### config.mk
export PLATFORM = sky130hd
export DESIGN_NAME = mac_seq
export DESIGN_NICKNAME = d
export VERILOG_FILES = /design/src/rtl/mac_seq.sv
export SDC_FILE = /design/constraint.sdc
export NUM_CORES = 1
export LEC_CHECK = 0
export CORE_MARGIN = 4
export CORE_UTILIZATION = 40
export CTS_CLUSTER_SIZE = 25
export DETAILED_ROUTE_END_ITERATION = 8
export MAX_ROUTING_LAYER = met4
export PLACE_DENSITY = 0.89
export SYNTH_ARGS = -nofsm -noshare
export SYNTH_HDL_FRONTEND = slang
export SYNTH_SLANG_ARGS = --single-unit
### constraint.sdc
create_clock -name clk -period 1.6 [get_ports clk]
set_input_delay 0.4 -clock clk [delete_from_list [all_inputs] [get_ports clk]]
set_output_delay 0.4 -clock clk [all_outputs]
set_load 0.02 [all_outputs]
### src/rtl/mac_seq.sv
`default_nettype none
// ============================================================================
// Module      : mac_seq
// Description : Dot-product sequencer for a pipelined signed 16x16 MAC.
//               Takes a job length, pulls signed operand pairs over a
//               valid/ready stream and issues them to the MAC as a
//               clear-then-accumulate instruction sequence. It then waits out
//               the MAC pipeline and captures the result and guard bits,
//               which it presents on a valid/ready output port.
// Ports       : clk, reset_n             clock, async active-low reset
//               start, len               job request and pair count
//               op_valid/op_ready        operand stream handshake
//               op_a, op_b               signed operand pair
//               instruction              3'b000 clear+mul, 3'b001 mul-acc
//               multiplier, multiplicand operands to the MAC
//               stall                    1 = MAC ignores current operands
//               mac_result, mac_protect  MAC result and guard bits
//               dot_valid/dot_ready      result handshake
//               dot_result, dot_protect  captured result and guard bits
//               busy                     sequencer is not idle
// Revision    : 1.0 - initial release
// ============================================================================
module mac_seq #(
  parameter int LATENCY = 4,
  parameter int LEN_W   = 8
) (
  input  logic             clk,
  input  logic             reset_n,
  input  logic             start,
  input  logic [LEN_W-1:0] len,
  input  logic             op_valid,
  output logic             op_ready,
  input  logic [15:0]      op_a,
  input  logic [15:0]      op_b,
  output logic [2:0]       instruction,
  output logic [15:0]      multiplier,
  output logic [15:0]      multiplicand,
  output logic             stall,
  input  logic [31:0]      mac_result,
  input  logic [7:0]       mac_protect,
  output logic             dot_valid,
  input  logic             dot_ready,
  output logic [31:0]      dot_result,
  output logic [7:0]       dot_protect,
  output logic             busy
);

  localparam int DRAIN_W = (LATENCY < 1) ? 1 : $clog2(LATENCY + 1);

  localparam logic [1:0] C_IDLE  = 2'd0;
  localparam logic [1:0] C_ISSUE = 2'd1;
  localparam logic [1:0] C_DRAIN = 2'd2;
  localparam logic [1:0] C_HOLD  = 2'd3;

  localparam logic [2:0] C_INSTR_CLR = 3'b000;
  localparam logic [2:0] C_INSTR_ACC = 3'b001;

  logic [1:0]         r_state;
  logic [LEN_W-1:0]   r_remaining;
  logic [DRAIN_W-1:0] r_drain;
  logic               r_first;
  logic [2:0]         r_instruction;
  logic [15:0]        r_multiplier;
  logic [15:0]        r_multiplicand;
  logic               r_stall;
  logic               r_dot_valid;
  logic [31:0]        r_dot_result;
  logic [7:0]         r_dot_protect;

  logic               w_accept;

  assign w_accept = (r_state == C_ISSUE) && op_valid;

  always_ff @(posedge clk or negedge reset_n) begin
    if (!reset_n) begin
      r_state        <= C_IDLE;
      r_remaining    <= '0;
      r_drain        <= '0;
      r_first        <= 1'b0;
      r_instruction  <= C_INSTR_CLR;
      r_multiplier   <= '0;
      r_multiplicand <= '0;
      r_stall        <= 1'b1;
      r_dot_valid    <= 1'b0;
      r_dot_result   <= '0;
      r_dot_protect  <= '0;
    end else begin
      case (r_state)
        C_IDLE: begin
          if (start) begin
            if (len != '0) begin
              r_remaining <= len;
              r_first     <= 1'b1;
              r_state     <= C_ISSUE;
            end else begin
              // Empty job: report a zero result without touching the MAC.
              r_dot_result  <= '0;
              r_dot_protect <= '0;
              r_state       <= C_HOLD;
            end
          end
        end

        C_ISSUE: begin
          if (w_accept) begin
            r_multiplier   <= op_a;
            r_multiplicand <= op_b;
            r_stall        <= 1'b0;
            r_instruction  <= r_first ? C_INSTR_CLR : C_INSTR_ACC;
            r_first        <= 1'b0;
            r_remaining    <= r_remaining - 1'b1;
            if (r_remaining == LEN_W'(1)) begin
              r_drain <= DRAIN_W'(LATENCY);
              r_state <= C_DRAIN;
            end
          end else begin
            // Bubble: operands and instruction hold, MAC told to ignore them.
            r_stall <= 1'b1;
          end
        end

        C_DRAIN: begin
          r_stall <= 1'b1;
          // The drain count runs LATENCY+1 cycles so the capture lines up
          // with the cycle the last pair's result leaves the MAC pipeline.
          if (r_drain == '0) begin
            r_dot_result  <= mac_result;
            r_dot_protect <= mac_protect;
            r_dot_valid   <= 1'b1;
            r_state       <= C_HOLD;
          end else begin
            r_drain <= r_drain - 1'b1;
          end
        end

        C_HOLD: begin
          if (r_dot_valid && dot_ready) begin
            r_dot_valid <= 1'b0;
            r_state     <= C_IDLE;
          end else begin
            // The empty-job path enters HOLD with dot_valid low; raise it here.
            r_dot_valid <= 1'b1;
          end
        end

        default: begin
          r_state <= C_IDLE;
        end
      endcase
    end
  end

  assign op_ready     = (r_state == C_ISSUE);
  assign busy         = (r_state != C_IDLE);
  assign instruction  = r_instruction;
  assign multiplier   = r_multiplier;
  assign multiplicand = r_multiplicand;
  assign stall        = r_stall;
  assign dot_valid    = r_dot_valid;
  assign dot_result   = r_dot_result;
  assign dot_protect  = r_dot_protect;

endmodule
`default_nettype wire

Word-level counts from Yosys, hierarchy flattened
Cells that the tools add are included.
{"block": "totals", "out_inout_bits": 79, "mem_bits_rw": 0, "inputBits": 85, "n_memories": 0, "register_bits": 91, "rom_bits": 0, "latch_bits": 0}
{"block": "classes", "n_mux": 33, "add_sub_neg": 2, "n_reduce_logical": 16, "bitwise": 0, "order_cmp": 0, "shifts": 0, "multipliers": 0, "eq_ne": 12, "div": 0}
{"cell": "32-bit 2-to-1 mux", "n": 3}
{"cell": "32-bit one-hot mux with 2 select lines", "n": 1}
{"cell": "8-bit 2-to-1 mux", "n": 6}
{"cell": "8-bit one-hot mux with 2 select lines", "n": 2}
{"cell": "2-bit 2-to-1 mux", "n": 6}
{"cell": "2-bit != test (second input constant)", "n": 6}
{"cell": "4-bit AND reduction", "n": 3}
{"cell": "2-bit nonzero test", "n": 5}
{"cell": "3-bit 2-to-1 mux", "n": 3}
{"cell": "8-bit by 1-bit == test with 1-bit output (second input constant)", "n": 1}
{"cell": "2-bit one-hot mux with 4 select lines", "n": 1}
{"cell": "8-bit nonzero test", "n": 1}
{"cell": "8-bit by 1-bit subtractor with 8-bit output (second input constant)", "n": 1}
{"cell": "1-bit 2-to-1 mux", "n": 7}
{"cell": "1-bit one-hot mux with 2 select lines", "n": 3}
{"cell": "3-bit one-hot mux with 2 select lines", "n": 1}
{"cell": "5-bit AND reduction", "n": 1}
{"cell": "2-bit == test (second input constant)", "n": 2}
{"cell": "2-bit by 1-bit != test with 1-bit output (second input constant)", "n": 2}
{"cell": "2-bit AND reduction", "n": 2}
{"cell": "3-bit logical NOT", "n": 1}
{"cell": "3-bit by 1-bit subtractor with 3-bit output (second input constant)", "n": 1}
{"cell": "2-bit by 1-bit == test with 1-bit output (second input constant)", "n": 1}
{"cell": "1-bit logical AND", "n": 2}
{"cell": "2-bit logical NOT", "n": 1}

Longest topological paths before layout
{"block": "depth", "ltp_word": 4, "mapped_depth": 8}

Least setup slack after synthesis
OpenSTA, ideal clock, no wires.
{"block": "synth_timing", "kind": "reg2reg", "startpoint": "register r_state[1]", "endpoint": "register r_multiplicand[10] (netlist: multiplicand[10])", "synth_period_minus_slack_ns": 1.798, "setup_slack_ns": -0.198, "arrival_time_ns": 1.673, "path_stages_with_launch": 8, "n_path_buf": 3, "setup_ns": 0.125, "t_required_ns": 1.475, "path_cell_list": "dfrtp_1 inv_1 ha_1 buf_6 nand2_1 buf_2 buf_2 mux2_2"}
{"block": "synth_between", "elab_chain_cells": 3}
{"element": "from (decl)", "line": "58", "text": "logic [1:0] r_state;"}
{"element": "from (signal assigned)", "line": "76", "text": "r_state <= C_IDLE;"}
{"element": "from (signal assigned)", "line": "94", "text": "r_state <= C_ISSUE;"}
{"element": "from (signal assigned)", "line": "99", "text": "r_state <= C_HOLD;"}
{"element": "2-bit by 1-bit == test with 1-bit output *"}
{"element": "named net op_ready", "line": "32", "text": "output logic op_ready,"}
{"element": "1-bit logical AND", "line": "72", "text": "assign w_accept = (r_state == C_ISSUE) && op_valid;"}
{"element": "2-bit AND reduction (no line) *"}
{"element": "to (signal assigned)", "line": "107", "text": "r_multiplicand <= op_b;"}
{"element": "to (decl)", "line": "64", "text": "logic [15:0] r_multiplicand;"}
The timed path passes the listed nets; every way through them passes the cells marked *.
A chain may end at the register's enable or synchronous reset.

Final worst setup path
{"block": "layout_timing", "startpoint": "register r_remaining[1]", "endpoint": "register r_drain[2]"}
{"block": "layout_between", "elab_chain_cells": 3}
{"element": "from (decl)", "line": "59", "text": "logic [LEN_W-1:0] r_remaining;"}
{"element": "from (signal assigned)", "line": "92", "text": "r_remaining <= len;"}
{"element": "from (signal assigned)", "line": "111", "text": "r_remaining <= r_remaining - 1'b1;"}
{"element": "8-bit by 1-bit == test with 1-bit output", "line": "112", "text": "if (r_remaining == LEN_W'(1)) begin"}
{"element": "2-bit by 1-bit != test with 1-bit output (no line)"}
{"element": "4-bit AND reduction (no line)"}
{"element": "to (signal assigned)", "line": "113", "text": "r_drain <= DRAIN_W'(LATENCY);"}
{"element": "to (signal assigned)", "line": "132", "text": "r_drain <= r_drain - 1'b1;"}
{"element": "to (decl)", "line": "60", "text": "logic [DRAIN_W-1:0] r_drain;"}
No other way between the ends.

==> qor.csv <==
metric;value;unit
status;finished with violations;
violations;negative setup slack;
ys_ff_latch;89;
start_util;40.8;%
cp-start-kind;register;
p_leak;3.20;nW
synth_largest_area_cell;dfrtp_1;
final-setup-viol-count;60;
grt_pass1_wl;18.3;mm
crit_path_cell_trace;inv_2 -> ha_4 -> or4bb_4 -> o21ai_4 -> o211ai_4 -> mux2_4;
p_clk_share;10.1;%
hpwl;8.04;mm
combPwrFrac;60.8;%
drive_gt1_share;27.6;%
gp_congestion;0.864;
wl_per_cell;16.9;um
clk_transition_reported_paths;0.09;ns
synth_cell_types;42;
drt_iter0_drc;112;
syn_to_final_growth;68.3;%
finalSetupTns;-5.94;ns
synth_top_area_share;52.8;%
cellPowerDensity;1960;nW/um2
grt_overflow;0;
endpoint_kind;register;
fin_crit_sh;112;%
first_pass_iters;4;
dieArea;12100;um2
p_int;0.00806;W
min_period;1.79;ns
synth_area;4170;um2
ioPinCount;164;
vdd.ir_drop.worst;0.933;mV
drtAntennaViolNets;0;
syn_inst;368;
required;1.85;ns
switching_share;41.3;%
critical_path_peak_fanout;2;
clock_latency;0.35;ns
dp_cells;690;
synth_area_leaders;dfrtp_1 53%, mux2i_1 11%, mux2_2 8.6%, nand2_1 4.8%, inv_1 4.5%;
grt_usage;20.3;%
max_freq;558;MHz
synth-edff-count;0;
vias_per_cell;4.87;
instances_no_fill;733;
clock_path_buffers;2;
wl;12.4;mm
ys_seq_area_share;53.4;%
cts_sinks;89;
slew_violations;0;
drc_errors;0;
skew;0.0158;ns
max_stage_delay;0.46;ns
grt_max_degree;43;
rows;37;
vias;3567;
rsz0062_at_grt;true;
setup_ws;-0.191;ns
root_buffer;clkbuf_8;
hold_viol;0;
cts_max_level;3;
crit_arrival;2.04;ns
crit_family;simple AND/OR/NAND/NOR gates;
yosys_most_used_dff;dfrtp_1;
core_area;10200;um2
syn_area_per_cell;11.3;um2
cts_tree;yes;
crit_type;reg -> reg;
cp.buffers_inverters;1;
n_antenna_cell;0;
power_switching;0.00568;W
num-nets-final;686;
slowest_stage;or4bb_4;
yosysWarnings;0;
antenna_found_initial;0;
seq_power_share;29.1;%
synthArstFlopShare;100;%
numCtsBuffers;9;
first_global_vias;3689;
die_w;110;um
port_buffers;161;
hold_class;in -> async;
fp.dieH;110;um
cap_violations;0;
## per-layer routing
metal  global-route usage, %  wire, um  vias up
met2                    34.3      6510      113
met1                    24.6      5110     1754
met3                    4.89       628       18
li1                        -         -     1682
met5                       -         0        -
met4                    5.36       170        0
## repair_timing
| item | 4_1_cts | 5_1_grt |
|---|---|---|
| gates resized for setup | 143 | 29 |
| setup endpoints to repair | 163 | 78 |
| endpoints found under the hold margin | 20 | 0 |
| gates cloned | 8 | 1 |
| hold buffers | 1 | 0 |
| pin swaps | 8 | 15 |
| setup buffers | 9 | 11 |
## synthesized netlist by cell type (all sizes together), types with 3 or more instances
master	n
inv	50
a2bb2oi	5
a221oi	4
nand2	53
nand3	9
or3	3
nand2b	3
mux2	33
nor2	7
dfrtp	88
mux2i	46
o21ai	7
a21oi	5
ha	9
clkbuf	7
o22ai	3
buf	13
## placed cells by master (no fill, tap or decap), drive strengths merged, types with 3 or more instances in the layout
| cell | instances |
|---|---|
| o21ai | 7 |
| clkbuf | 12 |
| mux2i | 46 |
| a21oi | 5 |
| nand2 | 53 |
| inv | 49 |
| o22ai | 3 |
| buf | 72 |
| ha | 9 |
| mux2 | 33 |
| nor2 | 7 |
| clkinv | 4 |
| clkdlybuf4s50 | 74 |
| dfrtp | 88 |
| a2bb2oi | 5 |
| nand2b | 3 |
| nand3 | 9 |
| or3 | 3 |
| dlygate4sd2 | 81 |
| a221oi | 4 |
## power groups by stage
| stage | Clock (W) | Combinational [W] | Sequential (W) |
|---|---|---|---|
| after global routing | 0.00153 | 0.00893 | 0.00412 |
| after CTS | 0.00143 | 0.00786 | 0.00398 |
| after detailed placement | 0 | 0.00741 | 0.00402 |
| final | 0.00139 | 0.00835 | 0.00399 |
| after floorplan | 0 | 0.00287 | 0.00518 |
| after global placement | 0 | 0.00721 | 0.00396 |
## logic make-up after synthesis
family / synth area share (%)
AOI/OAI and AO/OA: 7.23
muxes: 20.0
other: 0.0899
adders and majority gates: 2.70
and+or+nand+nor: 8.85
DFF: 53.4
buffers and inverters: 7.71
## final timing paths
| kind | startpoint | to | slack (ns) | cells after the start |
|---|---|---|---|---|
| setup / recovery | r_remaining[1] | r_drain[2] | -0.19 | 6 |
| hold / removal | reset_n | multiplicand[10] | 0.48 | 2 |
| hold reg to reg | multiplier[7] | multiplier[7] | 0.50 | 1 |
| min in group clk | len[5] | r_remaining[5] | 0.50 | 3 |
| setup reg to reg | r_remaining[1] | r_drain[2] | -0.19 | 6 |
| max in group asynchronous | reset_n | stall | 0.59 | 3 |
## worst reg2reg max path, delay by kind of cell, from the launching register on
family	cells	cell delay [ns]
AOI/OAI and AO/OA	2	0.29
adders and majority gates	1	0.12
buffers and inverters	1	0.10
DFF	1	0.42
muxes	1	0.30
and+or+nand+nor	1	0.46
## registers in the layout, indices dropped and copies added, names as in the netlist, 2 cells and up
name / flops
dot_protect: 8
dot_result: 32
multiplicand: 16
multiplier: 16
r_drain: 3
r_remaining: 8
r_state: 2
## final cells by class
cell class | instances | area, um2
Fill cell | 759 | 3210
Timing Repair Buffer | 232 | 2370
Sequential cell | 89 | 2230
Multi-Input combinational cell | 210 | 1890
Inverter | 50 | 196
Tap cell | 136 | 170
Clock buffer | 11 | 141
Clock inverter | 5 | 31.3
## stage by stage
| step | cell area [um2] | total power (W) | utilization, % | setup slack, ns | hold slack [ns] |
|---|---|---|---|---|---|
| floorplan | 4240 | 0.00805 | - | -0.105 | 0.104 |
| global placement | 6230 | 0.0112 | 60.9 | -0.622 | 0.312 |
| detailed placement | 6230 | 0.0114 | 60.9 | -0.737 | 0.315 |
| CTS | 6850 | 0.0133 | 66.9 | -0.168 | 0.472 |
| global route | 7020 | 0.0146 | 68.6 | -0.215 | 0.483 |
| finish | 7020 | 0.0137 | 68.6 | -0.191 | 0.484 |
Note: power is estimated with default switching activity, not from simulation.
